$ cat src/rtl/pipelined_cla_addsub.sv
// Pipelined carry-lookahead adder/subtractor: one BlockWidth-bit lookahead block
// per stage, lower result bits skewed forward so the full sum emerges aligned.
module pipelined_cla_addsub #(
  parameter int Width      = 32,
  parameter int BlockWidth = 8
) (
  input  logic             clk_i,
  input  logic             rst_i,
  input  logic             valid_i,
  output logic             ready_o,
  input  logic [Width-1:0] a_i,
  input  logic [Width-1:0] b_i,
  input  logic             c_i,
  input  logic             sub_i,
  output logic             valid_o,
  input  logic             ready_i,
  output logic [Width-1:0] sum_o,
  output logic             c_o,
  output logic             ovf_o
);

  localparam int Stages    = Width / BlockWidth;
  localparam int FwdStages = (Stages > 1) ? Stages - 1 : 1;

  logic             en;
  logic             valid_q [Stages];
  logic [Width-1:0] sum_q   [Stages];
  logic             carry_q [Stages];
  logic [Width-1:0] a_q     [FwdStages];
  logic [Width-1:0] b_q     [FwdStages];
  logic             ovf_q;

  // Every carry is a flat sum of products of g/p terms and the block carry-in.
  function automatic logic [BlockWidth:0] lookahead(input logic [BlockWidth-1:0] g,
                                                    input logic [BlockWidth-1:0] p,
                                                    input logic              cin);
    logic [BlockWidth:0] c;
    logic                term;
    c    = '0;
    c[0] = cin;
    for (int i = 0; i < BlockWidth; i++) begin
      term = cin;
      for (int j = 0; j <= i; j++) term &= p[j];
      c[i+1] = term;
      for (int j = 0; j <= i; j++) begin
        term = g[j];
        for (int m = j + 1; m <= i; m++) term &= p[m];
        c[i+1] |= term;
      end
    end
    return c;
  endfunction

  // The whole pipeline advances in lockstep; a stalled output freezes every stage.
  assign en      = !valid_q[Stages-1] | ready_i;
  assign ready_o = en;
  assign valid_o = valid_q[Stages-1];
  assign sum_o   = sum_q[Stages-1];
  assign c_o     = carry_q[Stages-1];
  assign ovf_o   = ovf_q;

  for (genvar k = 0; k < Stages; k++) begin : g_stage
    logic [Width-1:0]      a_in;
    logic [Width-1:0]      b_in;
    logic [Width-1:0]      sum_in;
    logic [Width-1:0]      sum_nxt;
    logic                  cin;
    logic                  v_in;
    logic [BlockWidth-1:0] blk_a;
    logic [BlockWidth-1:0] blk_b;
    logic [BlockWidth:0]   c;

    if (k == 0) begin : g_head
      assign a_in   = a_i;
      assign b_in   = b_i ^ {Width{sub_i}};
      assign cin    = c_i ^ sub_i;
      assign sum_in = '0;
      assign v_in   = valid_i;
    end else begin : g_body
      assign a_in   = a_q[k-1];
      assign b_in   = b_q[k-1];
      assign cin    = carry_q[k-1];
      assign sum_in = sum_q[k-1];
      assign v_in   = valid_q[k-1];
    end

    assign blk_a = a_in[k*BlockWidth +: BlockWidth];
    assign blk_b = b_in[k*BlockWidth +: BlockWidth];
    assign c     = lookahead(blk_a & blk_b, blk_a | blk_b, cin);

    // NOTE: sum_nxt gets a full default before the slice overwrite, so no latch is inferred.
    always_comb begin
      sum_nxt = sum_in;
      sum_nxt[k*BlockWidth +: BlockWidth] = blk_a ^ blk_b ^ c[BlockWidth-1:0];
    end

    // NOTE: data registers are reset too, so outputs read zero after reset, not stale values.
    always_ff @(posedge clk_i) begin
      if (rst_i) begin
        valid_q[k] <= 1'b0;
        sum_q[k]   <= '0;
        carry_q[k] <= 1'b0;
      end else if (en) begin
        valid_q[k] <= v_in;
        sum_q[k]   <= sum_nxt;
        carry_q[k] <= c[BlockWidth];
      end
    end

    if (k < Stages - 1) begin : g_fwd
      always_ff @(posedge clk_i) begin
        if (rst_i) begin
          a_q[k] <= '0;
          b_q[k] <= '0;
        end else if (en) begin
          a_q[k] <= a_in;
          b_q[k] <= b_in;
        end
      end
    end else begin : g_tail
      // Top block: carry into the MSB xor carry out of it gives signed overflow.
      always_ff @(posedge clk_i) begin
        if (rst_i) begin
          ovf_q <= 1'b0;
        end else if (en) begin
          ovf_q <= c[BlockWidth-1] ^ c[BlockWidth];
        end
      end
    end
  end

endmodule

$ cat config.mk
export PLATFORM = sky130hd
export DESIGN_NAME = pipelined_cla_addsub
export DESIGN_NICKNAME = d
export VERILOG_FILES = /design/src/rtl/pipelined_cla_addsub.sv
export SDC_FILE = /design/constraint.sdc
export NUM_CORES = 1
export LEC_CHECK = 0
export ABC_AREA = 0
export CAP_MARGIN = 15
export CORE_ASPECT_RATIO = 0.8
export CORE_UTILIZATION = 29
export DETAILED_ROUTE_END_ITERATION = 7
export PLACE_DENSITY = 0.47
export SYNTH_ARGS = -nofsm -noshare
export SYNTH_HDL_FRONTEND = slang
export SYNTH_SLANG_ARGS = --single-unit
export TNS_END_PERCENT = 5
$ cat constraint.sdc
create_clock -name clk_i -period 10.2 [get_ports clk_i]
set_input_delay 1.02 -clock clk_i [delete_from_list [all_inputs] [get_ports clk_i]]
set_output_delay 1.02 -clock clk_i [all_outputs]
set_load 0.02 [all_outputs]
==> qor.csv <==
stage;metric;value;unit
status;status;finished, final reports clean;
final_layout;diodes inserted;0;
power_and_ir_drop;Worst VDD drop;0.1145;mV
floorplanning;die area;0.03167;mm²
synthesis;Net Count, Synth;835;
min_path;WHS Endpoint;ovf_o$_SDFFE_PP0N_;
drt;First DRT Iteration DRCs;254;
min_path;critical hold path startpoint;ovf_o$_SDFFE_PP0N_;
sta;Slew @ Worst Pin;0.9880;ns
sta;f_max;0.2543;GHz
drt;routed vias;4839;
synthesis;Distinct cells, synth;49;
global_route;total track usage;0.1061;
floorplanning;starting density of the core;0.2955;
global_route;first-pass GRT wire length;25830;µm
setup_path;r2r setup slk;6.88;ns
setup_path;worst-path fanout max;67;
final_layout;Seq. cell area;0.005545;mm²
final_layout;design area;0.01104;mm²
synthesis;Synth Area in XOR/XNOR;0.04376;
setup_path;WP buf/inv;3;
clocking;CTS sink cnt;185;
floorplanning;io pins;106;
synthesis;Post-Synth Adder-Cell Area;0.09812;
clocking;CTS tree;yes;
setup_path;critical path arrival;3.99;ns
global_route;vias in the first global route;4772;
synthesis;synthesized flop and latch total;185;
clocking;Root Driver;clkbuf_16;
power_and_ir_drop;Internal;1.315;mW
synthesis;gate count after technology mapping;697;
synthesis;Synth area leader;edfxtp_1;
global_route;grt total ovfl;0;
setup_path;r2r endpoint;b_q[0][14]$_SDFFCE_PN0P_;
clocking;H-tree levels;4;
setup_path;CP delay by family, top;buffers and inverters;
sta;final setup fails;0;
setup_path;crit path launch type;primary input;
final_layout;Nets;938;
clocking;Setup Buffers After CTS;0;
sta;Max-Slew Margin vs Limit;0.3414;
flow_run;Max Cap Viol;0;
min_path;Hold Path Stages;2;
setup_path;Critical-path top delay cell;buf_4;
place;I/O Buffers;105;
synthesis;most frequent cell after synthesis;edfxtp_1;
sta;Setup TNS;0;ns
synthesis;area share of the largest cell type after synthesis;0.6155;
sta;clock skew;0.01142;ns
drt;Routed WL;15990;µm
sta;setup slack after layout;6.267;ns
floorplanning;die height;159.4;µm
synthesis;post-synthesis compound-gate area fraction;0.04753;
place;placed inst area;0.01048;mm²
power_and_ir_drop;Sw Share;0.2405;
power_and_ir_drop;Comb pwr share;0.110;
floorplanning;Die X;198.7;µm
final_layout;Final Core Density;0.3634;
drt;post-route ant nets;0;
final_layout;Layout fillers;3012;
synthesis;largest family of logic cells by synthesized area;simple AND/OR/NAND/NOR gates;
power_and_ir_drop;Seq pwr share;0.529;
min_path;hold crit path type;reg -> reg;
global_route;initial antenna violation count;1;
synthesis;synth cell count leaders;184 x edfxtp_1, 128 x and2_1, 83 x inv_1, 64 x ha_1, 50 x nor2_1;
final_layout;Area Overhead vs Synth;22.97;%
setup_path;slowest cell delay on critical path;0.81;ns
power_and_ir_drop;total power;1.731;mW
synthesis;mux contribution to synthesized area;0.003345;
drt;routed vias/inst;3.947;
setup_path;most frequent CP cell;buf_4;
sta;Pins Over Slew Limit;0;
place;DP HPWL;11010;µm
sta;RSZ-0062 raised after global routing;no;
setup_path;cells along the critical path;clkdlybuf4s50_1, nand2b_1, or2_4, buf_4, buf_4;
sta;fin crit period;3.933;ns
synthesis;synth top area cells;edfxtp_1 62%, and2_1 8.9%, ha_1 8.9%;
setup_path;cell depth of the worst flop-to-flop path;4;
global_route;largest net degree at the start of global routing;92;
final_layout;area of the multi-input gates;0.003034;mm²
drt;TritonRoute pass-1 iters;4;
synthesis;Async S/R FF share, synth;0;
clocking;clk_lat worst skew;0.43;ns
final_layout;layout cells sized above 1;0.05904;
drt;Residual DRC;0;
setup_path;CP endpoint kind;flop;
floorplanning;Placement Rows;57;
place;routability cong.;0.7236;
clocking;total CTS buffers;17;
synthesis;Post-Syn Area;0.008977;mm²
synthesis;sequential fraction of the synthesis area;0.6177;
clocking;clock buffer depth;2;
setup_path;Worst Path Required;10.26;ns
synthesis;prevailing post-synth register cell;edfxtp_1;
setup_path;worst r2r src;valid_q[1][1]$_DFFE_PP_;
sta;Hold Vio Cnt, Final;0;
clocking;CTS resizes;0;
synthesis;Post-Synth Simple-Gate Area;0.1438;
synthesis;number of synthesized flops with an enable pin;184;
synthesis;Avg Inst Size Synth;12.88;µm²
floorplanning;core area;0.03038;mm²
power_and_ir_drop;Leak;4.544;nW
clocking;cts hold-fix bufs;0;
power_and_ir_drop;pwr dens;156.8;mW/mm²
synthesis;synth warn;0;
power_and_ir_drop;switching power;0.4162;mW
place;dpl ws;5.695;ns
sta;period utilization;0.3855;
clocking;Worst-path clk slew;0.07;ns
setup_path;WS Path Type;in -> reg;
drt;WL per Instance;13.04;µm
power_and_ir_drop;share of total power in the clock network;0.361;
[routing by layer]
layer | vias to the layer above | GRT usage | wire, µm
li1 | 2565 | - | -
met1 | 2196 | 0.1646 | 8943
met3 | 10 | 0.02563 | 527
met2 | 68 | 0.1422 | 6378
met5 | - | 0 | 0
met4 | 0 | 0.03357 | 144
[power by group through the flow]
stage | Combinational, mW | Sequential [mW] | Clock (mW)
after detailed placement | 0.193 | 0.935 | 0
after CTS | 0.194 | 0.918 | 0.648
final | 0.190 | 0.916 | 0.625
after global placement | 0.192 | 0.935 | 0
after floorplan | 0.109 | 0.936 | 0
after global routing | 0.215 | 0.923 | 0.674
[worst register-to-register path, cell delays in order, from the launching register on]
cell and delay [ns]:
edfxtp_1 0.42, nand2b_1 0.22, or2_4 0.74, buf_4 0.83, buf_4 0.71
[how the worst max path moves through the flow]
| stage | start | cells after the start | slack, ns | endpoint |
|---|---|---|---|---|
| after floorplan | ready_i | 2 | 6.12 | a_q[0][10]$_SDFFCE_PN0P_ |
| after global placement | ready_i | 5 | 5.75 | a_q[0][14]$_SDFFCE_PN0P_ |
| after detailed placement | ready_i | 5 | 5.70 | a_q[0][14]$_SDFFCE_PN0P_ |
| after CTS | ready_i | 5 | 6.16 | b_q[0][14]$_SDFFCE_PN0P_ |
| after global routing | ready_i | 5 | 5.97 | b_q[0][14]$_SDFFCE_PN0P_ |
| final | ready_i | 5 | 6.27 | b_q[0][14]$_SDFFCE_PN0P_ |
[state kept, by name, summed over array words and instances, names as in the netlist]
| signal | flops |
|---|---|
| sum_q | 80 |
| a_q | 48 |
| b_q | 48 |
| carry_q | 4 |
| valid_q | 4 |
| ovf_o | 1 |
[final cells by class]
| class | count | share of cell area |
|---|---|---|
| Clock buffer | 17 | 0.03854 |
| Timing Repair Buffer | 109 | 0.09747 |
| Clock inverter | 15 | 0.01179 |
| Tap cell | 413 | 0.04681 |
| Inverter | 83 | 0.02822 |
| Sequential cell | 185 | 0.5023 |
| Multi-Input combinational cell | 404 | 0.2749 |
[logic make-up (layout without fill, tap and decap cells)]
family,after synthesis,after routing
AOI/OAI and AO/OA,59,59
and+or+nand+nor,230,230
muxes,3,3
buffers and inverters,108,224
xor gates and xnor gates,44,44
DFF,185,185
adders and majority gates,68,68
[cell usage in the layout (no fill, tap or decap), types with 3 or more instances in the layout]
cell type | Yosys | routed
a211oi_1 | 3 | 3
a21o_1 | 4 | 4
a21oi_1 | 16 | 16
and2_1 | 128 | 128
buf_4 | 1 | 4
clkbuf_16 | 0 | 17
clkdlybuf4s50_1 | 0 | 104
clkinv_4 | 0 | 3
edfxtp_1 | 184 | 184
fa_1 | 4 | 4
ha_1 | 64 | 64
inv_1 | 83 | 83
inv_6 | 0 | 6
inv_8 | 0 | 3
mux2i_1 | 3 | 3
nand2_1 | 3 | 3
nand2b_1 | 6 | 5
nand3_1 | 4 | 4
nor2_1 | 50 | 50
nor3_1 | 19 | 19
nor3b_1 | 5 | 5
o21a_1 | 9 | 9
o21ai_0 | 3 | 3
o21bai_1 | 3 | 3
or3_1 | 4 | 4
xnor2_1 | 33 | 33
xor2_1 | 10 | 10
[metrics by stage]
stage          hold WS (ns)  std cells
6_report             0.5093       1226
4_1_cts              0.5103       1226
5_1_grt              0.5249       1226
3_3_place_gp         0.4939       1194
3_5_place_dp         0.4978       1194
2_1_floorplan        0.4967        697
Power figures use the tool's default switching activity.
